$ cat src/rtl/tlc_pkg.sv
// Shared lamp encodings, fault causes and monitor states for the traffic-light safety path.
package tlc_pkg;

    localparam logic [2:0] LAMP_GREEN  = 3'b001;
    localparam logic [2:0] LAMP_YELLOW = 3'b010;
    localparam logic [2:0] LAMP_RED    = 3'b100;
    localparam logic [2:0] LAMP_OFF    = 3'b000;

    typedef enum logic [2:0] {
        FC_NONE     = 3'd0,
        FC_ENCODING = 3'd1,
        FC_CONFLICT = 3'd2,
        FC_SEQUENCE = 3'd3,
        FC_DWELL    = 3'd4
    } fault_code_t;

    typedef enum logic [1:0] {
        ST_STARTUP,
        ST_PASS,
        ST_FAULT
    } mon_state_t;

    function automatic logic is_lamp(input logic [2:0] code);
        return (code == LAMP_GREEN) || (code == LAMP_YELLOW) || (code == LAMP_RED);
    endfunction

    function automatic logic legal_step(input logic [2:0] from, input logic [2:0] to);
        return ((from == LAMP_GREEN)  && (to == LAMP_YELLOW)) ||
               ((from == LAMP_YELLOW) && (to == LAMP_RED))    ||
               ((from == LAMP_RED)    && (to == LAMP_GREEN));
    endfunction

endpackage

$ cat src/rtl/tlc_flash_timer.sv
// Half-period down-counter and phase flop for the fault-mode lamp flash.
module tlc_flash_timer #(
    parameter int FLASH_HALF = 4
) (
    input  logic clk,
    input  logic rst,
    input  logic enable,
    input  logic restart,
    output logic phase,
    output logic phase_nxt
);

    localparam int CW = $clog2(FLASH_HALF) + 1;
    localparam logic [CW-1:0] RELOAD = CW'(FLASH_HALF - 1);

    logic [CW-1:0] cnt;
    logic          tc;

    assign tc = enable && !restart && (cnt == '0);

    // Lets the owner register its lamps in step with the phase flop.
    assign phase_nxt = restart ? 1'b1 : (phase ^ tc);

    always_ff @(posedge clk) begin
        if (rst) begin
            cnt   <= RELOAD;
            phase <= 1'b1;
        end else if (restart) begin
            cnt   <= RELOAD;
            phase <= 1'b1;
        end else if (enable) begin
            if (tc) begin
                cnt   <= RELOAD;
                phase <= ~phase;
            end else begin
                cnt <= cnt - 1'b1;
            end
        end
    end

endmodule

$ cat src/rtl/tlc_lamp_monitor.sv
// Lamp safety monitor: registers sequencer lamp codes, latches the first violation and forces red.
// Build option TLC_LAMP_MON_FLASH_EN: fault-mode red flashes instead of holding steady.
module tlc_lamp_monitor
    import tlc_pkg::*;
#(
    parameter int STARTUP_CYC = 4,
    parameter int MIN_GREEN   = 3,
    parameter int MIN_YELLOW  = 3,
    parameter int FLASH_HALF  = 4
) (
    input  logic       clk,
    input  logic       rst,
    input  logic [2:0] ns_in,
    input  logic [2:0] ew_in,
    input  logic       fault_clr,
    output logic [2:0] ns_lamp,
    output logic [2:0] ew_lamp,
    output logic       fault,
    output logic [2:0] fault_code
);

    // state   | meaning
    // STARTUP | forced all-red for STARTUP_CYC cycles, checks active
    // PASS    | inputs registered to lamps, checks active
    // FAULT   | cause latched, lamps fail-safe red, waits for an accepted clear

    localparam int DWELL_MAX = (MIN_GREEN > MIN_YELLOW) ? MIN_GREEN : MIN_YELLOW;
    localparam int DW        = $clog2(DWELL_MAX) + 1;
    localparam int SW        = $clog2(STARTUP_CYC) + 1;

    localparam logic [DW-1:0] DWELL_SAT = DW'(DWELL_MAX);
    localparam logic [DW-1:0] MIN_G_W   = DW'(MIN_GREEN);
    localparam logic [DW-1:0] MIN_Y_W   = DW'(MIN_YELLOW);
    localparam logic [SW-1:0] START_TC  = SW'(STARTUP_CYC - 1);

    mon_state_t    state;
    fault_code_t   code_q;
    fault_code_t   chk_code;
    logic [2:0]    prev_ns;
    logic [2:0]    prev_ew;
    logic [DW-1:0] dwell;
    logic [SW-1:0] start_cnt;

    logic bad_enc, conflict, bad_seq, short_dwell;
    logic ns_chg, ew_chg, pair_chg, chk_fire;
    logic flash_on;

    always_comb begin
        bad_enc     = !is_lamp(ns_in) || !is_lamp(ew_in);
        conflict    = (ns_in != LAMP_RED) && (ew_in != LAMP_RED);
        ns_chg      = (ns_in != prev_ns);
        ew_chg      = (ew_in != prev_ew);
        pair_chg    = ns_chg || ew_chg;
        bad_seq     = (ns_chg && !legal_step(prev_ns, ns_in)) ||
                      (ew_chg && !legal_step(prev_ew, ew_in));
        short_dwell = (ns_chg && (((prev_ns == LAMP_GREEN)  && (dwell < MIN_G_W)) ||
                                  ((prev_ns == LAMP_YELLOW) && (dwell < MIN_Y_W)))) ||
                      (ew_chg && (((prev_ew == LAMP_GREEN)  && (dwell < MIN_G_W)) ||
                                  ((prev_ew == LAMP_YELLOW) && (dwell < MIN_Y_W))));
        chk_code = FC_NONE;
        if (bad_enc)          chk_code = FC_ENCODING;
        else if (conflict)    chk_code = FC_CONFLICT;
        else if (bad_seq)     chk_code = FC_SEQUENCE;
        else if (short_dwell) chk_code = FC_DWELL;
        chk_fire = (chk_code != FC_NONE);
    end

`ifdef TLC_LAMP_MON_FLASH_EN
    logic flash_phase;

    tlc_flash_timer #(
        .FLASH_HALF (FLASH_HALF)
    ) u_flash (
        .clk       (clk),
        .rst       (rst),
        .enable    (state == ST_FAULT),
        .restart   (chk_fire && (state != ST_FAULT)),
        .phase     (flash_phase),
        .phase_nxt (flash_on)
    );
`else
    assign flash_on = 1'b1;
`endif

    always_ff @(posedge clk) begin
        if (rst) begin
            state     <= ST_STARTUP;
            ns_lamp   <= LAMP_RED;
            ew_lamp   <= LAMP_RED;
            fault     <= 1'b0;
            code_q    <= FC_NONE;
            prev_ns   <= LAMP_RED;
            prev_ew   <= LAMP_RED;
            dwell     <= '0;
            start_cnt <= '0;
        end else begin
            case (state)
                ST_STARTUP, ST_PASS: begin
                    prev_ns <= ns_in;
                    prev_ew <= ew_in;
                    if (pair_chg)                dwell <= DW'(1);
                    else if (dwell != DWELL_SAT) dwell <= dwell + 1'b1;

                    if (chk_fire) begin
                        state   <= ST_FAULT;
                        fault   <= 1'b1;
                        code_q  <= chk_code;
                        ns_lamp <= LAMP_RED;
                        ew_lamp <= LAMP_RED;
                    end else if (state == ST_STARTUP) begin
                        ns_lamp <= LAMP_RED;
                        ew_lamp <= LAMP_RED;
                        if (start_cnt == START_TC) state <= ST_PASS;
                        else                       start_cnt <= start_cnt + 1'b1;
                    end else begin
                        ns_lamp <= ns_in;
                        ew_lamp <= ew_in;
                    end
                end

                ST_FAULT: begin
                    // Clear is only honoured once the sequencer offers a sane, non-conflicting pair.
                    if (fault_clr && !bad_enc && !conflict) begin
                        state     <= ST_STARTUP;
                        fault     <= 1'b0;
                        code_q    <= FC_NONE;
                        prev_ns   <= ns_in;
                        prev_ew   <= ew_in;
                        dwell     <= DW'(1);
                        start_cnt <= '0;
                        ns_lamp   <= LAMP_RED;
                        ew_lamp   <= LAMP_RED;
                    end else begin
                        ns_lamp <= flash_on ? LAMP_RED : LAMP_OFF;
                        ew_lamp <= flash_on ? LAMP_RED : LAMP_OFF;
                    end
                end

                default: state <= ST_STARTUP;
            endcase
        end
    end

    assign fault_code = code_q;

endmodule

$ cat config.mk
export PLATFORM = sky130hd
export DESIGN_NAME = tlc_lamp_monitor
export DESIGN_NICKNAME = d
export VERILOG_FILES = /design/src/rtl/tlc_pkg.sv /design/src/rtl/tlc_flash_timer.sv /design/src/rtl/tlc_lamp_monitor.sv
export SDC_FILE = /design/constraint.sdc
export NUM_CORES = 1
export LEC_CHECK = 0
export ABC_AREA = 1
export BUFFER_PORTS_ARGS = -buffer_cell sky130_fd_sc_hd__buf_4
export CORE_MARGIN = 3
export CORE_UTILIZATION = 63
export CTS_BUF_LIST = sky130_fd_sc_hd__clkbuf_8
export DETAILED_ROUTE_END_ITERATION = 7
export PLACE_DENSITY = 0.92
export SETUP_SLACK_MARGIN = 0.15
export SKIP_CTS_REPAIR_TIMING = 1
export SLEW_MARGIN = 10
export SYNTH_ARGS = -nofsm -noshare
export SYNTH_HDL_FRONTEND = slang
export SYNTH_SLANG_ARGS = --single-unit
$ cat constraint.sdc
create_clock -name clk -period 3.75 [get_ports clk]
set_input_delay 0.75 -clock clk [delete_from_list [all_inputs] [get_ports clk]]
set_output_delay 0.75 -clock clk [all_outputs]
set_load 0.1 [all_outputs]
Word level (Yosys, flattened, before mapping)
Index checks and enable logic that the tools add are counted.
{"block": "classes", "n_mux": 33, "eq_ne": 28, "n_addsub": 2, "reduce_logical": 46, "order_cmp": 1}
{"cell": "3-bit 2-to-1 mux", "count": 18}
{"cell": "3-bit one-hot mux with 2 select lines", "count": 7}
{"cell": "1-bit logical AND", "count": 17}
{"cell": "3-bit by 2-bit == test with 1-bit output, second input constant", "count": 5}
{"cell": "3-bit != test, second input constant", "count": 5}
{"cell": "1-bit logical OR", "count": 14}
{"cell": "3-bit by 1-bit == test with 1-bit output, second input constant", "count": 4}
{"cell": "3-bit == test, second input constant", "count": 4}
{"cell": "2-bit != test, second input constant", "count": 5}
{"cell": "3-bit AND reduction", "count": 3}
{"cell": "2-bit 2-to-1 mux", "count": 4}
{"cell": "3-bit by 1-bit adder with 3-bit output, second input constant", "count": 2}
{"cell": "1-bit zero test", "count": 6}
{"cell": "3-bit != test", "count": 2}
{"cell": "5-bit AND reduction", "count": 1}
{"cell": "2-bit one-hot mux with 2 select lines", "count": 1}
{"cell": "3-bit by 2-bit less-than comparator with 1-bit output, second input constant", "count": 1}
{"cell": "3-bit by 2-bit != test with 1-bit output, second input constant", "count": 1}
{"cell": "3-bit nonzero test", "count": 1}
{"cell": "2-bit by 1-bit == test with 1-bit output, second input constant", "count": 1}
{"cell": "2-bit == test, second input constant", "count": 1}
{"cell": "2-bit zero test", "count": 1}
{"cell": "1-bit 2-to-1 mux", "count": 2}
{"cell": "1-bit one-hot mux with 2 select lines", "count": 1}
{"cell": "other kinds (3)", "count": 3}
{"block": "word_totals", "elab_cells": 119, "reg_bits": 24}

Longest topological paths before layout
{"block": "logic_depth", "word_depth": 13, "mapped_depth": 11, "mapped_depth_nobuf": 11}

Least setup slack after synthesis
No wires, ideal clock.
{"block": "synth_timing", "path_type": "input port to flip-flop", "startpoint": "input ns_in[0]", "endpoint": "register start_cnt[1]", "arrival_ns": 1.775, "required_ns": 3.635, "setup_slack_ns": 1.860, "path_stages": 10, "setup_ns": 0.115, "cell_sequence": "inv_1 > nand3_1 > or2_1 > nand3_2 > nand3_4 > o21bai_4 > buf_6 > nand3_1 > nand2_1 > nor2_1"}
{"block": "synth_via", "elab_chain_cells": 13}
{"item": "start: declaration", "line_no": "tlc_lamp_monitor.sv:13", "source": "input logic [2:0] ns_in,"}
{"item": "3-bit by 2-bit == test with 1-bit output or 3-bit == test (tied branches)", "line_no": "tlc_pkg.sv:24, tlc_pkg.sv:28, tlc_pkg.sv:29"}
{"item": "1-bit logical AND, on equally long branches", "line_no": "tlc_pkg.sv:28, tlc_pkg.sv:29"}
{"item": "1-bit logical OR", "line_no": "tlc_pkg.sv:28", "source": "return ((from == LAMP_GREEN) && (to == LAMP_YELLOW)) ||"}
{"item": "1-bit logical OR", "line_no": "tlc_pkg.sv:29", "source": "((from == LAMP_YELLOW) && (to == LAMP_RED)) ||"}
{"item": "1-bit zero test", "line_no": "tlc_lamp_monitor.sv:54", "source": "bad_seq = (ns_chg && !legal_step(prev_ns, ns_in)) ||"}
{"item": "1-bit logical AND", "line_no": "tlc_lamp_monitor.sv:54"}
{"item": "1-bit logical OR", "line_no": "tlc_lamp_monitor.sv:54"}
{"item": "3-bit 2-to-1 mux", "line_no": "tlc_lamp_monitor.sv:63", "source": "else if (bad_seq) chk_code = FC_SEQUENCE;"}
{"item": "3-bit 2-to-1 mux", "line_no": "tlc_lamp_monitor.sv:62", "source": "else if (conflict) chk_code = FC_CONFLICT;"}
{"item": "3-bit 2-to-1 mux", "line_no": "tlc_lamp_monitor.sv:61", "source": "if (bad_enc) chk_code = FC_ENCODING;"}
{"item": "3-bit nonzero test", "line_no": "tlc_lamp_monitor.sv:65", "source": "chk_fire = (chk_code != FC_NONE);"}
{"item": "2-bit != test (no source line)"}
{"item": "5-bit AND reduction (no source line) *"}
{"item": "end signal: assignment", "line_no": "tlc_lamp_monitor.sv:114", "source": "else start_cnt <= start_cnt + 1'b1;"}
{"item": "end: declaration", "line_no": "tlc_lamp_monitor.sv:42", "source": "logic [SW-1:0] start_cnt;"}
Mark *: on every way between the ends. The rest lies on a longest branch, timed or not.
A chain may end at the register's enable or synchronous reset.

Worst setup path after layout
{"block": "layout_timing", "startpoint": "input ns_in[0]", "endpoint": "register start_cnt[0]"}
The elaborated chain is that of the path after synthesis.

==> flow_summary_export.csv <==
group,metric,value,unit
status,status,"finished, final reports clean",
die,ioPinCount,19,
sta,fin_skew,0.003180,ns
die,chipWidth,53.44,um
worst_hold_path,min_to,"dwell[2]$_SDFFE_PP0P_",
routing,drt_iter0_markers,36,
grt,track_usage,25.79,%
yosys,syn-mean-instance-area,7.233,um2
yosys,yosysTopAreaCell,"dfxtp_1",
setup_path,path_class,"in -> reg",
setup_path,crit_required,3.92,ns
routing,drt-total-wl,3271,um
cts,cts.sinks,24,
finish,syn2layout_area_growth,13.42,%
die,die_h,53.44,um
grt,antenna_found_initial,0,
sta,rsz0062_at_grt,"no",
sta,period_share,54.86,%
yosys,ys_top_cells_by_area,"dfxtp_1 34%, nand2_1 10%, nand3_1 7.8%",
cts,clk_latency,0.27,ns
setup_path,cp.arrival,2.23,ns
setup_path,rr_endpoint,"prev_ew[1]$_SDFFE_PP0P_",
worst_hold_path,hold_depth,2,
cts,cts_tree,"yes",
routing,wire_per_inst,13.69,um
yosys,yosys_warnings,0,
sta,slew_viol_final,0,
yosys,yosys_register_bits,24,
placed_design,dpl.hpwl,2525,um
power_and_ir_drop,p_leak,0.6982,nW
yosys,synth_top_family_by_area,"simple AND/OR/NAND/NOR gates",
sta,finalHoldViolations,0,
grt,grt_max_degree,14,
setup_path,regToRegSetupSlack,1.85,ns
routing,dr_total_vias,1379,
placed_design,gp_congestion,0.9286,
cts,cts.htree.levels,1,
grt,grt_pass1_vias,1283,
routing,remaining_drc_errors,0,
die,row_count,16,
grt,overflow,0,
die,initial_core_util,69.42,%
sta,setup_violations,0,
yosys,syn_inst,196,
placed_design,port_buffers,18,
grt,grt_pass1_wl,5451,um
setup_path,end_kind,"flip-flop",
setup_path,path_max_fanout,11,
setup_path,start_kind,"primary input",
setup_path,reg2reg_from,"state[1]$_SDFFE_PP0P_",
yosys,yosys.area_share.simple,35.48,%
run,cap_violations,0,
cts,path_clk_slew,0.08,ns
routing,ant_nets,0,
yosys,yosys.area.top_type_share,33.89,%
cts,numCtsBuffers,3,
sta,min_period,2.057,ns
sta,fmax,486.1,MHz
yosys,muxShareOfSynthArea,0,%
routing,avgViaCountPerCell,5.770,
routing,first_pass_iters,4,
yosys,synth_seq_area_share,33.89,%
finish,diodes,0,
yosys,synth-xor-area-share,2.471,%
power_and_ir_drop,power,0.5928,mW
cts,cts-root-buf,"clkbuf_8",
yosys,synth-compound-area-share,16.15,%
finish,layout.nets,226,
power_and_ir_drop,ir_worst_vdd,0.0002717,V
worst_hold_path,min_from,"dwell[2]$_SDFFE_PP0P_",
cts,clk_path_buf_depth,2,
setup_path,r2r_cells,6,
yosys,synth_area,0.001418,mm2
yosys,ys_types,27,
yosys,synth_fa_ha_area_share,3.530,%
power_and_ir_drop,powerDensity,368.7,mW/mm2
worst_hold_path,hp-class,"reg -> reg",
sta,worstMarginPinSlew,0.4923,ns
die,die_area,0.002855,mm2
finish,drive_above_1_share,22.17,%
sta,slew_headroom,66.98,%
die,core_region_area,0.002042,mm2
sta,totalNegativeSetupSlack,0,ns
yosys,syn-num-nets,209,
state kept, by name, indices dropped and copies added, names as in the netlist:
name	cells
start_cnt	3
ns_lamp	3
fault	1
fault_code	3
dwell	3
ew_lamp	3
state	2
prev_ew	3
prev_ns	3
logic make-up after synthesis:
kind of cell,count (synthesis)
xor gates and xnor gates,4
AOI/OAI and AO/OA,38
adders and majority gates,4
DFF,24
buffers and inverters,29
and+or+nand+nor,97
per-layer routing:
layer | up-vias | GRT usage, % | routed length [um]
met1 | 628 | 29.62 | 1363
met2 | 57 | 46.73 | 1638
li1 | 687 | - | -
met3 | 7 | 3.944 | 218
met5 | - | 0 | 0
met4 | 0 | 10.21 | 50
where the power goes:
part           leakage [nW]  internal (mW)  total [mW]  switching (mW)
Sequential            0.197          0.270       0.285          0.0152
Clock                0.0288         0.0937       0.174          0.0801
Combinational         0.472         0.0438       0.134          0.0902
cells in the final DEF (no fill, tap or decap):
cell type / Yosys / final
a21oi_2: 4 / 4
o31ai_2: 1 / 1
o21ai_1: 6 / 6
o21ai_0: 5 / 5
nand4_1: 5 / 5
nor2_1: 15 / 15
a21oi_1: 19 / 19
dfxtp_1: 24 / 24
nor2_2: 1 / 1
inv_2: 6 / 6
o22ai_1: 2 / 2
nand3_1: 22 / 22
nor3_1: 1 / 1
nand3_2: 7 / 7
xnor2_1: 4 / 4
nand4_4: 1 / 1
o21bai_4: 1 / 1
inv_1: 17 / 17
ha_1: 4 / 4
or2_1: 3 / 3
nand3_4: 1 / 1
clkbuf_8: 0 / 4
nor2_4: 1 / 1
nand2_1: 38 / 38
buf_4: 1 / 18
or2_2: 2 / 2
worst max-delay path by stage:
stage                  start                   endpoint  slack, ns  cells past startpoint
finish              ns_in[0]  start_cnt[0]$_SDFFE_PP0P_       1.69                     11
global route        ns_in[0]  start_cnt[0]$_SDFFE_PP0P_       1.58                     11
CTS                 ns_in[0]  start_cnt[0]$_SDFFE_PP0P_       1.74                     11
detailed placement  ns_in[0]  start_cnt[0]$_SDFFE_PP0P_       1.50                     11
global placement    ns_in[0]  start_cnt[0]$_SDFFE_PP0P_       1.60                     10
floorplan           ns_in[0]  start_cnt[1]$_SDFFE_PP0P_       1.86                     10
cell usage after synthesis, drive strengths merged:
| cell | number |
|---|---|
| dfxtp | 24 |
| o21ai | 11 |
| clkbuf | 4 |
| xnor2 | 4 |
| nor2 | 17 |
| nand2 | 38 |
| nand4 | 6 |
| nor3 | 1 |
| o31ai | 1 |
| o21bai | 1 |
| ha | 4 |
| inv | 23 |
| a21oi | 23 |
| or2 | 5 |
| o22ai | 2 |
| nand3 | 30 |
| buf | 2 |
critical path, stage by stage:
cell,delay (ns)
buf_4,0.13
inv_1,0.11
nand3_1,0.12
nand3_1,0.11
nand2_1,0.08
inv_2,0.13
nand3_2,0.17
o21bai_4,0.35
nand3_1,0.14
nand2_1,0.09
nor2_1,0.04
through the flow:
stage | utilization [%] | hold WS, ns | instance area (um2) | setup WS (ns) | instances
detailed placement | 76.04 | 0.4559 | 1553 | 1.495 | 235
finish | 78.74 | 0.4627 | 1608 | 1.693 | 239
CTS | 78.74 | 0.4672 | 1608 | 1.742 | 239
global route | 78.74 | 0.4910 | 1608 | 1.576 | 239
global placement | 76.04 | 0.4506 | 1553 | 1.599 | 235
floorplan | - | 0.4392 | 1418 | 1.860 | 196
final cells by class:
class                           count  area (um2)
Multi-Input combinational cell    143       817.0
Sequential cell                    24       480.5
Fill cell                         146       434.2
Timing Repair Buffer               18       135.1
Inverter                           23       86.33
Clock buffer                        4       55.05
Tap cell                           27       33.78
No activity file was read; power rests on OpenSTA's default activity.
